[config.mk]
export PLATFORM = sky130hd
export DESIGN_NAME = dpram_fifo_ctrl_flat
export DESIGN_NICKNAME = d
export VERILOG_FILES = /design/src/rtl/dpram_fifo_ctrl_if.sv /design/src/rtl/dpram_fifo_ctrl.sv /design/src/flat_wrapper.sv
export SDC_FILE = /design/constraint.sdc
export NUM_CORES = 1
export LEC_CHECK = 0
export BUFFER_PORTS_ARGS = -buffer_cell sky130_fd_sc_hd__buf_2
export CAP_MARGIN = 5
export CORE_MARGIN = 2
export CORE_UTILIZATION = 45
export DETAILED_ROUTE_END_ITERATION = 10
export HOLD_SLACK_MARGIN = 0.08
export PLACE_DENSITY = 0.75
export SYNTH_ARGS = -nofsm -noshare
export SYNTH_HDL_FRONTEND = slang
export SYNTH_SLANG_ARGS = --single-unit
[constraint.sdc]
create_clock -name clk -period 4 [get_ports clk]
set_input_delay 0.4 -clock clk [delete_from_list [all_inputs] [get_ports clk]]
set_output_delay 0.4 -clock clk [all_outputs]
set_load 0.02 [all_outputs]
[src/rtl/dpram_fifo_ctrl_if.sv]
// Handshake and RAM-side bundle for dpram_fifo_ctrl.
// DPRAM_FIFO_ERR_EN adds err_clr/overflow/underflow.
interface dpram_fifo_ctrl_if #(
  parameter int ADDR_WIDTH = 8,
  parameter int DATA_WIDTH = 8
);
  logic                  wr_req;
  logic [DATA_WIDTH-1:0] wr_data;
  logic                  rd_req;
  logic                  flush;
  logic [DATA_WIDTH-1:0] rd_data;
  logic                  rd_valid;
  logic                  full;
  logic                  empty;
  logic                  almost_full;
  logic                  almost_empty;
  logic [ADDR_WIDTH:0]   count;
  logic                  ram_write_en;
  logic [ADDR_WIDTH-1:0] ram_waddr;
  logic [DATA_WIDTH-1:0] ram_wdata;
  logic                  ram_read_en;
  logic [ADDR_WIDTH-1:0] ram_raddr;
  logic [DATA_WIDTH-1:0] ram_rdata;
`ifdef DPRAM_FIFO_ERR_EN
  logic                  err_clr;
  logic                  overflow;
  logic                  underflow;

  modport slave (
    input  wr_req, wr_data, rd_req, flush,
    input  ram_rdata, err_clr,
    output rd_data, rd_valid, full, empty,
    output almost_full, almost_empty, count,
    output ram_write_en, ram_waddr, ram_wdata,
    output ram_read_en, ram_raddr,
    output overflow, underflow
  );

  modport master (
    output wr_req, wr_data, rd_req, flush,
    output ram_rdata, err_clr,
    input  rd_data, rd_valid, full, empty,
    input  almost_full, almost_empty, count,
    input  ram_write_en, ram_waddr, ram_wdata,
    input  ram_read_en, ram_raddr,
    input  overflow, underflow
  );
`else
  modport slave (
    input  wr_req, wr_data, rd_req, flush,
    input  ram_rdata,
    output rd_data, rd_valid, full, empty,
    output almost_full, almost_empty, count,
    output ram_write_en, ram_waddr, ram_wdata,
    output ram_read_en, ram_raddr
  );

  modport master (
    output wr_req, wr_data, rd_req, flush,
    output ram_rdata,
    input  rd_data, rd_valid, full, empty,
    input  almost_full, almost_empty, count,
    input  ram_write_en, ram_waddr, ram_wdata,
    input  ram_read_en, ram_raddr
  );
`endif
endinterface

[src/rtl/dpram_fifo_ctrl.sv]
// Circular-buffer FIFO controller for a 1-cycle-latency dual-port RAM.
// Optional sticky overflow/underflow flags under DPRAM_FIFO_ERR_EN.
module dpram_fifo_ctrl #(
  parameter int ADDR_WIDTH    = 8,
  parameter int DATA_WIDTH    = 8,
  parameter int AFULL_THRESH  = 252,
  parameter int AEMPTY_THRESH = 4
) (
  input logic               clk,
  input logic               rst_n,
  dpram_fifo_ctrl_if.slave  bus
);

  localparam int PW = ADDR_WIDTH + 1;
  localparam logic [ADDR_WIDTH:0] FULL_CNT = PW'(1 << ADDR_WIDTH);
  localparam logic [ADDR_WIDTH:0] AF_CNT   = PW'(AFULL_THRESH);
  localparam logic [ADDR_WIDTH:0] AE_CNT   = PW'(AEMPTY_THRESH);

  logic [ADDR_WIDTH:0] wptr;
  logic [ADDR_WIDTH:0] rptr;
  logic [ADDR_WIDTH:0] cnt;
  logic                rvld;
  logic                full;
  logic                empty;
  logic                push;
  logic                pop;

  assign full  = (cnt == FULL_CNT);
  assign empty = (cnt == '0);

  // Strobes are held off while in reset so the RAM sees no stray access.
  assign push = rst_n & bus.wr_req & ~full & ~bus.flush;
  assign pop  = rst_n & bus.rd_req & ~empty & ~bus.flush;

  assign bus.ram_write_en = push;
  assign bus.ram_waddr    = wptr[ADDR_WIDTH-1:0];
  assign bus.ram_wdata    = bus.wr_data;
  assign bus.ram_read_en  = pop;
  assign bus.ram_raddr    = rptr[ADDR_WIDTH-1:0];

  assign bus.rd_data      = bus.ram_rdata;
  assign bus.rd_valid     = rvld;
  assign bus.full         = full;
  assign bus.empty        = empty;
  assign bus.almost_full  = (cnt >= AF_CNT);
  assign bus.almost_empty = (cnt <= AE_CNT);
  assign bus.count        = cnt;

  // Pointer, occupancy and read-valid state.
  always_ff @(posedge clk or negedge rst_n) begin
    if (!rst_n) begin
      wptr <= '0;
      rptr <= '0;
      cnt  <= '0;
      rvld <= 1'b0;
    end else begin
      rvld <= pop;
      if (bus.flush) begin
        wptr <= '0;
        rptr <= '0;
        cnt  <= '0;
      end else begin
        if (push) wptr <= wptr + 1'b1;
        if (pop)  rptr <= rptr + 1'b1;
        if (push && !pop)      cnt <= cnt + 1'b1;
        else if (pop && !push) cnt <= cnt - 1'b1;
      end
    end
  end

`ifdef DPRAM_FIFO_ERR_EN
  logic ovf;
  logic unf;
  logic ovf_set;
  logic unf_set;
  logic err_clear;

  assign ovf_set   = bus.wr_req & full & ~bus.flush;
  assign unf_set   = bus.rd_req & empty & ~bus.flush;
  assign err_clear = bus.err_clr | bus.flush;

  assign bus.overflow  = ovf;
  assign bus.underflow = unf;

  // Sticky error flags; a new error wins over a same-cycle clear.
  always_ff @(posedge clk or negedge rst_n) begin
    if (!rst_n) begin
      ovf <= 1'b0;
      unf <= 1'b0;
    end else begin
      if (ovf_set)        ovf <= 1'b1;
      else if (err_clear) ovf <= 1'b0;
      if (unf_set)        unf <= 1'b1;
      else if (err_clear) unf <= 1'b0;
    end
  end
`endif

endmodule

[src/flat_wrapper.sv]
// flat-port wrapper written by rule: the top's interface ports become plain ports
module dpram_fifo_ctrl_flat 
#(
  parameter int ADDR_WIDTH    = 8,
  parameter int DATA_WIDTH    = 8,
  parameter int AFULL_THRESH  = 252,
  parameter int AEMPTY_THRESH = 4
)
  (clk, rst_n, bus_wr_req, bus_wr_data, bus_rd_req, bus_flush, bus_ram_rdata, bus_rd_data, bus_rd_valid, bus_full, bus_empty, bus_almost_full, bus_almost_empty, bus_count, bus_ram_write_en, bus_ram_waddr, bus_ram_wdata, bus_ram_read_en, bus_ram_raddr);
  dpram_fifo_ctrl_if #(.ADDR_WIDTH(ADDR_WIDTH), .DATA_WIDTH(DATA_WIDTH)) bus_i ();
  input logic clk;
  input logic rst_n;
  input wire logic [$bits(bus_i.wr_req)-1:0] bus_wr_req;
  input wire logic [$bits(bus_i.wr_data)-1:0] bus_wr_data;
  input wire logic [$bits(bus_i.rd_req)-1:0] bus_rd_req;
  input wire logic [$bits(bus_i.flush)-1:0] bus_flush;
  input wire logic [$bits(bus_i.ram_rdata)-1:0] bus_ram_rdata;
  output wire logic [$bits(bus_i.rd_data)-1:0] bus_rd_data;
  output wire logic [$bits(bus_i.rd_valid)-1:0] bus_rd_valid;
  output wire logic [$bits(bus_i.full)-1:0] bus_full;
  output wire logic [$bits(bus_i.empty)-1:0] bus_empty;
  output wire logic [$bits(bus_i.almost_full)-1:0] bus_almost_full;
  output wire logic [$bits(bus_i.almost_empty)-1:0] bus_almost_empty;
  output wire logic [$bits(bus_i.count)-1:0] bus_count;
  output wire logic [$bits(bus_i.ram_write_en)-1:0] bus_ram_write_en;
  output wire logic [$bits(bus_i.ram_waddr)-1:0] bus_ram_waddr;
  output wire logic [$bits(bus_i.ram_wdata)-1:0] bus_ram_wdata;
  output wire logic [$bits(bus_i.ram_read_en)-1:0] bus_ram_read_en;
  output wire logic [$bits(bus_i.ram_raddr)-1:0] bus_ram_raddr;
  assign bus_i.wr_req = bus_wr_req;
  assign bus_i.wr_data = bus_wr_data;
  assign bus_i.rd_req = bus_rd_req;
  assign bus_i.flush = bus_flush;
  assign bus_i.ram_rdata = bus_ram_rdata;
  assign bus_rd_data = bus_i.rd_data;
  assign bus_rd_valid = bus_i.rd_valid;
  assign bus_full = bus_i.full;
  assign bus_empty = bus_i.empty;
  assign bus_almost_full = bus_i.almost_full;
  assign bus_almost_empty = bus_i.almost_empty;
  assign bus_count = bus_i.count;
  assign bus_ram_write_en = bus_i.ram_write_en;
  assign bus_ram_waddr = bus_i.ram_waddr;
  assign bus_ram_wdata = bus_i.ram_wdata;
  assign bus_ram_read_en = bus_i.ram_read_en;
  assign bus_ram_raddr = bus_i.ram_raddr;
  dpram_fifo_ctrl #(.ADDR_WIDTH(ADDR_WIDTH), .DATA_WIDTH(DATA_WIDTH), .AFULL_THRESH(AFULL_THRESH), .AEMPTY_THRESH(AEMPTY_THRESH)) u_core (.clk(clk), .rst_n(rst_n), .bus(bus_i));
endmodule
Word-level counts from Yosys, hierarchy flattened --
Cells that the tools add are included.
Cells by class: add/sub/neg operators 4, magnitude comparators 2, equality and inequality tests 1, mux-type cells 7, bitwise gates (word level) 9, reduce and logical (&&, ||, !) cells 8
Operators by type and width (count):
- 2-to-1 mux 9 bit | 7
- adder 9 x 1 -> 9 bit, second input constant | 3
- equality test 9 bit, second input constant | 1
- greater-or-equal comparator 9 x 8 -> 1 bit, second input constant | 1
- <= comparator 9 x 3 -> 1 bit, second input constant | 1
- zero test 9 bit | 1
- subtractor 9 x 1 -> 9 bit, second input constant | 1
- AND 1 bit | 6
- nonzero test 2 bit | 2
- inverter 1 bit | 3
- nonzero test 3 bit | 1
- logical AND 1 bit | 2
- zero test 1 bit | 2
Storage, ports and cells: bits in registers 28, input bits 21, output and inout port bits 48, word-level logic and storage cells 35

Longest topological paths before layout --
Gate-level depths: netlist of the first run.
depth after elaboration 9, mapped depth 11, mapped depth without buffers 11

Worst setup path after synthesis of the first run --
No wires, ideal clock.
kind register to register, start point reg u_core.cnt[2] (netlist: u_core.bus.count[2]), end point reg u_core.cnt[7] (netlist: u_core.bus.count[7]), setup time 0.128 ns, arrival 3.154 ns, slack 0.718 ns, stages on the path, launching flop included 11, period minus slack after synthesis 3.282 ns, cells stage by stage dfrtp_1 nor4_4 a31o_2 nor2_1 o21ai_1 ha_1 a21oi_1 a21oi_1 or4_1 and3_1 mux2_1
RTL lines:
- from (decl) | RTL line dpram_fifo_ctrl.sv:21 | logic [ADDR_WIDTH:0] cnt;
- from (signal assigned) | RTL line dpram_fifo_ctrl.sv:65 | if (push && !pop) cnt <= cnt + 1'b1;
- from (signal assigned) | RTL line dpram_fifo_ctrl.sv:66 | else if (pop && !push) cnt <= cnt - 1'b1;
- equality test 9 bit (*) | RTL line dpram_fifo_ctrl.sv:28 | assign full = (cnt == FULL_CNT);
- inverter 1 bit (*) | RTL line dpram_fifo_ctrl.sv:32 | assign push = rst_n & bus.wr_req & ~full & ~bus.flush;
- AND 1 bit (*) (2 in a row) | RTL line dpram_fifo_ctrl.sv:32
- named net bus_ram_write_en | RTL line flat_wrapper.sv:25 | output wire logic [$bits(bus_i.ram_write_en)-1:0] bus_ram_write_en;
- logical AND 1 bit / zero test 1 bit (equally long branches) | RTL line dpram_fifo_ctrl.sv:65, dpram_fifo_ctrl.sv:66
- 2-to-1 mux 9 bit / logical AND 1 bit (equally long branches) | RTL line dpram_fifo_ctrl.sv:65, dpram_fifo_ctrl.sv:66
- 2-to-1 mux 9 bit / nonzero test 3 bit (equally long branches)
Mark *: on every way through the listed nets, which the timed path passes. The rest lies on a longest branch. The select of a mux whose other input is x is not followed. A chain may end at the register's enable or synchronous reset.

Worst setup path after layout of the first run --
start point reg u_core.cnt[2] (netlist: u_core.bus.count[2]), end point reg u_core.cnt[8] (netlist: u_core.bus.count[8])
Between the ends: longest elaborated chain between the ends 8
RTL lines:
- branches (longest 8 deep; another with subtractor 9 x 1 -> 9 bit)
Several ways; the timed one is not identified. The select of a mux whose other input is x is not followed.

==> results of run 1 <==
[worst max-delay path, stage by stage, from the launching register on]
cell,delay (ps)
dfrtp_1,490
nor4_4,530
a31o_2,300
nor2_1,70
o21ai_1,340
inv_1,120
fa_1,420
nor2b_1,200
o2111ai_1,180
a21oi_1,290
nor4_1,90
a2111oi_0,370
[stage by stage]
stage / hold slack, ps / worst slack [ps] / instance area [um^2] / total power [uW]
global route: 498 / 100 / 1960 / 1060
global placement: 245 / 713 / 1880 / 765
finish: 481 / 482 / 1960 / 995
floorplan: 104 / 718 / 1760 / 681
detailed placement: 249 / 511 / 1880 / 771
CTS: 479 / 474 / 1960 / 994
[cells in the final DEF (no fill, tap or decap), types with 7 or more instances in the layout]
master / count
nand2_1: 13
and3_1: 7
ha_1: 10
buf_2: 36
nor2_1: 21
nor3_1: 9
dfrtp_1: 26
nand4_1: 7
a21oi_1: 8
xor2_1: 13
[metal layers]
metal | routed length [um] | share of wire, %
met1 | 1640 | 44
met3 | 249 | 6.7
met4 | 45 | 1.2
met5 | 0 | 0
met2 | 1760 | 48
[kinds of logic (layout without fill, tap and decap cells)]
group | count (synthesis) | after routing | synth area share (%)
AND/OR/NAND/NOR | 69 | 69 | 20.5
flip-flops | 26 | 26 | 36.9
adder cells (fa/ha/maj) | 11 | 11 | 8.23
XOR/XNOR | 18 | 18 | 8.94
buffers and inverters | 24 | 47 | 8.59
AO/OA/AOI/OAI | 34 | 34 | 14.3
multiplexers | 4 | 4 | 2.48
[flip-flops by register name (all words and copies together) (netlist names)]
signal / cells
u_core.bus.count: 9
u_core.rptr: 8
u_core.wptr: 8
u_core.bus.rd_valid: 1
[area by class of cell]
class	instances	share of cell area, %
Multi-Input combinational cell	136	48.9
Sequential cell	26	33.1
Timing Repair Buffer	39	10.5
Tap cell	48	3.06
Clock buffer	3	2.10
Clock inverter	1	1.53
Inverter	4	0.765
[what timing repair did]
item,4_1_cts,5_1_grt
hold buffers,1,0
buffers inserted,0,0
hold endpoints to repair,5,0
[worst paths after layout]
path                                      from  slack (ps)  cells past startpoint             endpoint
min in group clk                u_core.wptr[7]         540                      2       u_core.wptr[7]
hold reg to reg                 u_core.wptr[7]         540                      2       u_core.wptr[7]
setup / recovery           u_core.bus.count[2]         480                     11  u_core.bus.count[8]
hold / removal                           rst_n         480                      2  u_core.bus.count[3]
setup reg to reg           u_core.bus.count[2]         480                     11  u_core.bus.count[8]
max in group asynchronous                rst_n        3000                      3       u_core.wptr[5]
[where the power goes]
part | internal (uW) | switching [uW] | leakage (uW)
Combinational | 168 | 245 | 0.000585
Clock | 134 | 91.5 | 0.0000357
Sequential | 292 | 64.4 | 0.000349
Total | 594 | 401 | 0.000971
==> results.md, run 1 <==
* Die ar. at 4430 um^2
* Final hold violation count at 0
* Synth area leader: dfrtp_1
* Area occupied by multi-input gates at 961 um^2
* Final worst-path cycle share at 88.0%
* Worst skew pair latency at between 200 and 300 ps
* Worst-path clk slew at about 100 ps
* Post_cts resized at 0
* Max-cap viol count at 0
* #FFs+latches synth at 26
* DRC viols at 0
* Die height at 66.6 um
* Yosys warning count at 0
* Seq/Total Area, Yosys at 36.9%
* DR iter-0 viols at 110
* Peak supply drop at 0.218 mV
* Syn_nets at 218
* Busiest grt layer: met2
* Startpoint Class: register
* ANT cells at 0
* Final Setup Violations at 0
* Cells after DPL at about 250
* Pre-antenna DRT Iters at 4
* Ports at 69
* Met3 usage at 2.70%
* Clock root cell: clkbuf_8
* Crit Path Max Fanout at 10
* Gp weighted congestion at 0.874
* Fin nets at roughly 240
* Total core area at 3720 um^2
* Crit. End Element: register
* Yosys top cell area share at between 30 and 40%
* Number of flops mapped to enable cells by yosys at 0
* Vias at 1472
* Fill cells at 358
* Commonest cells post-synth: 26 x dfrtp_1, 21 x nor2_1, 16 x buf_4
* Ys async rst share at 100%
* Standard-cell rows at 22
* Unrepaired setup endpoints after global routing: false
* Initial antenna violation count at 0
* Min Tclk post-route at 3520 ps
* TritonCTS clock tree: yes
* CTS Buffer Depth at 2
* Final Skew at about 4.3 ps
* Register area at roughly 650 um^2
* First-pass GRT wire length at 6.20 mm
* GRT Total Usage at 18.2%
* Pleak at 0.000971 uW
* Syn-to-layout area delta at 11.4%
* DRT antenna net count at 0
* Vias/cell at 5.73
* Chip Width at ~67 um
* CP Class: register to register
* HP Class: input pin to async pin
* Worst Path Arrival at 3670 ps
* Met1 global-route usage at 24.9%
* Total congestion overflow at 0
* Worst Max-Slew Pin Slew at 688 ps
* Total clock sinks at 26
* Mapped Area at 1760 um^2
* Synth cell types at 38
* Worst path required time at roughly 4200 ps
* Dominant cell by count in the synthesized netlist: dfrtp_1
* Avg WL per Cell at 14.4 um
* Layout cells sized above 1 at 22.5%
* Number of global-route vias before repair at 1313
* Top_reg_cell synth: dfrtp_1
* Synth top area cells: dfrtp_1 37%, ha_1 7.1%, buf_4 6.8%, xor2_1 6.5%, nor2_1 4.5%
* Max-slew violation count at 0
* Largest net degree at the start of global routing at 32
* Final Util at between 50% and 60%
* Mapped Cells at 186
* Post-synthesis area per instance at 9.48 um^2
* Slew HR at 53.9%
* Number of CTS-inserted buffers at 3
* Met2 usage at 29.0%
* Achievable clock frequency at around 280 MHz
* Setup TNS at 0 ps
* Final std cells w/o fill at 257
* I/O Buffers at 36
* Power per Cell Area at 507 nW/um^2
* Starting Density at 47.4%
* H-tree Lvls at 1
* WL final at 3.69 mm
* Run status: finished, final reports clean
* Dpl hpwl at 2.71 mm
No activity file was read; power rests on OpenSTA's default activity.
==> inputs of run 2 (changes only) <==
--- a/config.mk
+++ b/config.mk
@@ -12,6 +12,7 @@
 export DETAILED_ROUTE_END_ITERATION = 10
 export HOLD_SLACK_MARGIN = 0.08
 export PLACE_DENSITY = 0.75
+export REMOVE_ABC_BUFFERS = 1
 export SYNTH_ARGS = -nofsm -noshare
 export SYNTH_HDL_FRONTEND = slang
 export SYNTH_SLANG_ARGS = --single-unit
==> run 2 against run 1 <==
Net effect: global-route usage up 1.5 points; register-to-register slack better by 70 ps; via count down 1.8%; clock skew down 1.6 ps; non-clock buffer count unchanged; clock power down 34%; largest cell class unchanged.
==> results.md, run 2 (synthesis results as in run 1) <==
* Vias at 1446
* Die ar. at 4430 um^2
* Final std cells w/o fill at 256
* Unrepaired setup endpoints after global routing: false
* Most frequent cells in the layout: 36 x buf_2, 26 x dfrtp_1, 21 x nor2_1
* Worst skew pair latency at 270 ps
* Layout cells sized above 1 at between 20% and 30%
* Standard-cell rows at 22
* Startpoint Class: register
* Met3 wire len at ~350 um
* ANT cells at 0
* I/O Buffers at 36
* Worst Path Arrival at 3600 ps
* Initial antenna violation count at 0
* Worst Max-Slew Pin Slew at approximately 640 ps
* Ports at 69
* GRT Total Usage at between 10% and 20%
* Syn-to-layout area delta at 9.65%
* Total congestion overflow at 0
* Final Skew at 2.73 ps
* Power per Cell Area at between 400 and 500 nW/um^2
* Crit. End Element: register
* Fill cells at 356
* CTS Buffer Depth at 2
* Most common cell after layout, fill and taps aside: buf_2
* Max reg flops at 9
* Setup TNS at 0 ps
* Int Pwr at 528 uW
* Area occupied by multi-input gates at just under 1000 um^2
* Fin nets at approximately 240
* Placement-stage worst setup slack at ~600 ps
* Min Hold Slack at about 470 ps
* Avg WL per Cell at roughly 16 um
* Starting Density at 47.4%
* Clock root cell: clkbuf_8
* Sw frac at 43.0%
* Total core area at 3720 um^2
* First-pass GRT wire length at 6.67 mm
* Register area at 651 um^2
* CP Class: register to register
* Cells after DPL at 252
* Max-slew violation count at 0
* Met1 wire length at between 1.5 and 2 mm
* Clock power share at ~16%
* Power share of the sequential group at 38.8%
* Final Setup Violations at 0
* Met2 WL at 1.84 mm
* DRC viols at 0
* H-tree Lvls at 1
* Post-route setup slack at 553 ps
* Crit Path Max Fanout at 10
* Number of CTS-inserted buffers at 3
* Final Util at 52.0%
* Run status: finished, final reports clean
* Final worst-path cycle share at 86.2%
* Pre-antenna DRT Iters at 4
* DR iter-0 viols at 110
* Total clock sinks at 26
* Gp weighted congestion at approximately 0.96
* Vias/cell at ~5.6
* Pleak at 0.000956 uW
* Die height at 66.6 um
* Final hold violation count at 0
* Chip Width at 66.6 um
* Peak supply drop at about 0.27 mV
* Post_cts resized at 0
* Worst-path clk slew at approximately 90 ps
* HP Class: input pin to async pin
* Dpl hpwl at 3.07 mm
* Switch Pwr at 398 uW
* Top routing layer used: met4
* Min Tclk post-route at between 3000 and 4000 ps
* Worst path required time at 4160 ps
* Largest net degree at the start of global routing at 32
* Number of global-route vias before repair at 1355
* Achievable clock frequency at 290 MHz
* Max-cap viol count at 0
* Combinational share of power at around 45%
* Slew HR at 56.8%
* DRT antenna net count at 0
* WL final at 4.09 mm
* TritonCTS clock tree: yes
[run 2: layer usage]
| layer | vias up | track usage, % |
|---|---|---|
| li1 | 706 | - |
| met1 | 674 | 26.2 |
| met2 | 62 | 31.1 |
| met3 | 4 | 6.93 |
| met4 | 0 | 3.06 |
| met5 | - | 0 |
[run 2: power groups by stage]
stage / Sequential [uW] / Clock (uW) / Combinational [uW]
finish: 359 / 149 / 417
global route: 366 / 163 / 460
CTS: 359 / 149 / 419
detailed placement: 364 / 0 / 416
global placement: 361 / 0 / 416
floorplan: 384 / 0 / 268
[run 2: final cells by class]
class	instances	area share, %
clock buffers	3	2.14
multi-input cells	136	49.7
inverters	4	0.777
repair buffers	39	10.6
well taps	48	3.11
flip-flops and latches	26	33.7
[run 2: per-stage QoR]
step / power (uW) / area, um^2
after floorplan: 653 / 1630
after global placement: 777 / 1880
after detailed placement: 780 / 1880
after CTS: 927 / 1930
after global routing: 990 / 1930
final: 925 / 1930
[run 2: timing repair]
action,in CTS,in global routing
setup endpoints to repair,0,0
hold buffers,1,0
hold endpoints to repair,2,0
buffers inserted,0,0
[run 2: path summary, 6_finish.rpt]
path                                      from  depth (start not counted)             endpoint  slack (ps)
setup / recovery           u_core.bus.count[2]                         10  u_core.bus.count[7]         550
hold / removal                           rst_n                          2  u_core.bus.count[8]         470
setup reg to reg           u_core.bus.count[2]                         10  u_core.bus.count[7]         550
hold reg to reg                 u_core.rptr[7]                          2       u_core.rptr[7]         550
max in group asynchronous                rst_n                          3       u_core.wptr[1]        3010
min in group clk                u_core.rptr[7]                          2       u_core.rptr[7]         550
[run 2: worst max-delay path: stages, from the launching register on]
cell and delay (ps):
dfrtp_1 490, nor4_4 540, a31o_2 300, nor2_1 60, o21ai_1 340, ha_1 370
a21oi_1 200, a21oi_1 120, or4_1 480, and3_1 150, mux2_1 280
==> inputs of run 3 (changes only) <==
--- a/config.mk
+++ b/config.mk
@@ -12,6 +12,7 @@
 export DETAILED_ROUTE_END_ITERATION = 10
 export HOLD_SLACK_MARGIN = 0.08
 export PLACE_DENSITY = 0.75
+export RECOVER_POWER = 50
 export REMOVE_ABC_BUFFERS = 1
 export SYNTH_ARGS = -nofsm -noshare
 export SYNTH_HDL_FRONTEND = slang
==> run 3 against run 2 <==
Net effect: fmax about the same; hold slack better by 1.2 ps; first-iteration DRC count grew 3.6%; clock-buffer cell count is the same; clock power is essentially flat; combinational power hardly changed; sequential share of layout area rose by 0.24 points; sequential power about the same; global-route usage is the same; die area is the same; clock skew about the same.
==> results.md, run 3 (synthesis results as in run 1) <==
* Max stage delay on crit path at 540 ps
* I/O Buffers at 36
* Register area at 651 um^2
* Initial antenna violation count at 0
* FF-to-FF Start: u_core.bus.count[2]
* HP Class: input pin to async pin
* Layout cells sized above 1 at roughly 18%
* Most common cell after layout, fill and taps aside: buf_2
* Slowest library cell on the worst path: nor4_4
* R2R Setup Slk at 550 ps
* DR iter-0 viols at 114
* Slew HR at 14.0%
* H-tree Lvls at 1
* Worst-path clk slew at about 90 ps
* Chip Width at between 60 and 70 um
* Max-cap viol count at 0
* Avg WL per Cell at 16.0 um
* CP dominant cell by count: a21oi_1
* Most frequent cells in the layout: 28 x buf_2, 26 x dfrtp_1, 21 x nor2_1
* Post_cts resized at 0
* CTS Buffer Depth at 2
* Final Skew at 3.16 ps
* Final instance area at 1920 um^2
* Final Setup Violations at 0
* CP delay by family, top: simple AND/OR/NAND/NOR gates
* Syn-to-layout area delta at 8.87%
* Run status: finished, final reports clean
* Worst path required time at approximately 4200 ps
* Dpl hpwl at 3.07 mm
* Setup TNS at 0 ps
* Largest net degree at the start of global routing at 32
* Total core area at 3720 um^2
* Pleak at approximately 0.00092 uW
* # Post-CTS Setup Buffers at 0
* Worst Path Arrival at 3600 ps
* Number of CTS-inserted buffers at 3
* Area occupied by multi-input gates at ~960 um^2
* Crit. End Element: register
* Post-place instance area at between 1500 and 2000 um^2
* Peak supply drop at about 0.27 mV
* Fill cells at 364
* Total clock sinks at 26
* Cell chain of the critical path: nor4_4 > a31o_2 > nor2_1 > o21ai_1 > ha_1 > a21oi_1 > a21oi_1 > or4_1 > and3_1 > mux2_1
* Final worst-path cycle share at 86.2%
* DRT antenna net count at 0
* Final hold violation count at 0
* Startpoint Class: register
* Ports at between 60 and 70
* GRT Total Usage at between 15 and 20%
* CTS Hold Buffers Added at 1
* Gp weighted congestion at 0.960
* Vias/cell at 5.68
* Fin nets at 242
* Worst skew pair latency at 270 ps
* First-pass GRT wire length at 6.67 mm
* Min Tclk post-route at 3450 ps
* Unrepaired setup endpoints after global routing: false
* Reg2Reg Depth at 10
* Total congestion overflow at 0
* Starting Density at 47.4%
* Die ar. at 4430 um^2
* Power per Cell Area at 482 nW/um^2
* Crit path from: u_core.bus.count[2]
* Worst Max-Slew Pin Slew at about 1300 ps
* Crit Path Max Fanout at 10
* Achievable clock frequency at 290 MHz
* Standard-cell rows at 22
* Placement-stage worst setup slack at between 500 and 600 ps
* CP Class: register to register
* WL final at 4.09 mm
* Clock root cell: clkbuf_8
* Post-route setup slack at around 550 ps
* R2R Path End: u_core.bus.count[7]
* DRC viols at 0
* Max reg flops at 9
* Number of global-route vias before repair at 1355
* Final std cells w/o fill at 256
* Die height at approximately 67 um
* Vias at roughly 1500
* Critical path buffer and inverter count at 0
* Cells after DPL at 252
* Max-slew violation count at 0
* ANT cells at 0
* TritonCTS clock tree: yes
* Pre-antenna DRT Iters at 4
run 3: area by class of cell:
| class | count | share of cell area (%) |
|---|---|---|
| clock buffers | 3 | 2.15 |
| inverters | 4 | 0.782 |
| multi-input cells | 136 | 50.1 |
| flip-flops and latches | 26 | 33.9 |
| well taps | 48 | 3.13 |
| repair buffers | 39 | 9.97 |
run 3: worst max path at each step:
stage               depth (start not counted)             endpoint  slack [ps]
floorplan                                   9  u_core.bus.count[7]         680
global placement                           10  u_core.bus.count[7]         680
detailed placement                         11  u_core.bus.count[8]         590
CTS                                        11  u_core.bus.count[8]         550
global route                               11  u_core.bus.count[8]         250
finish                                     10  u_core.bus.count[7]         550
run 3: stage by stage:
stage,hold slack [ps],total power [uW],utilization (%)
6_report,468,924,51.6
3_3_place_gp,226,777,50.6
5_1_grt,497,989,51.6
3_5_place_dp,223,780,50.6
2_1_floorplan,104,653,-
4_1_cts,466,927,52.0
run 3: power by group:
group	total, uW	switching [uW]	internal, uW
logic	416	249	167
clock network	148	80.8	67.5
registers	360	67.5	292
run 3: metal layers:
metal	vias to the layer above	share of wire [%]	track usage [%]	wire length, um
met2	62	45	31.1	1840
li1	706	-	-	-
met1	682	46	26.2	1870
met4	0	0.61	3.06	25
met5	-	0	0	0
met3	4	8.6	6.93	353
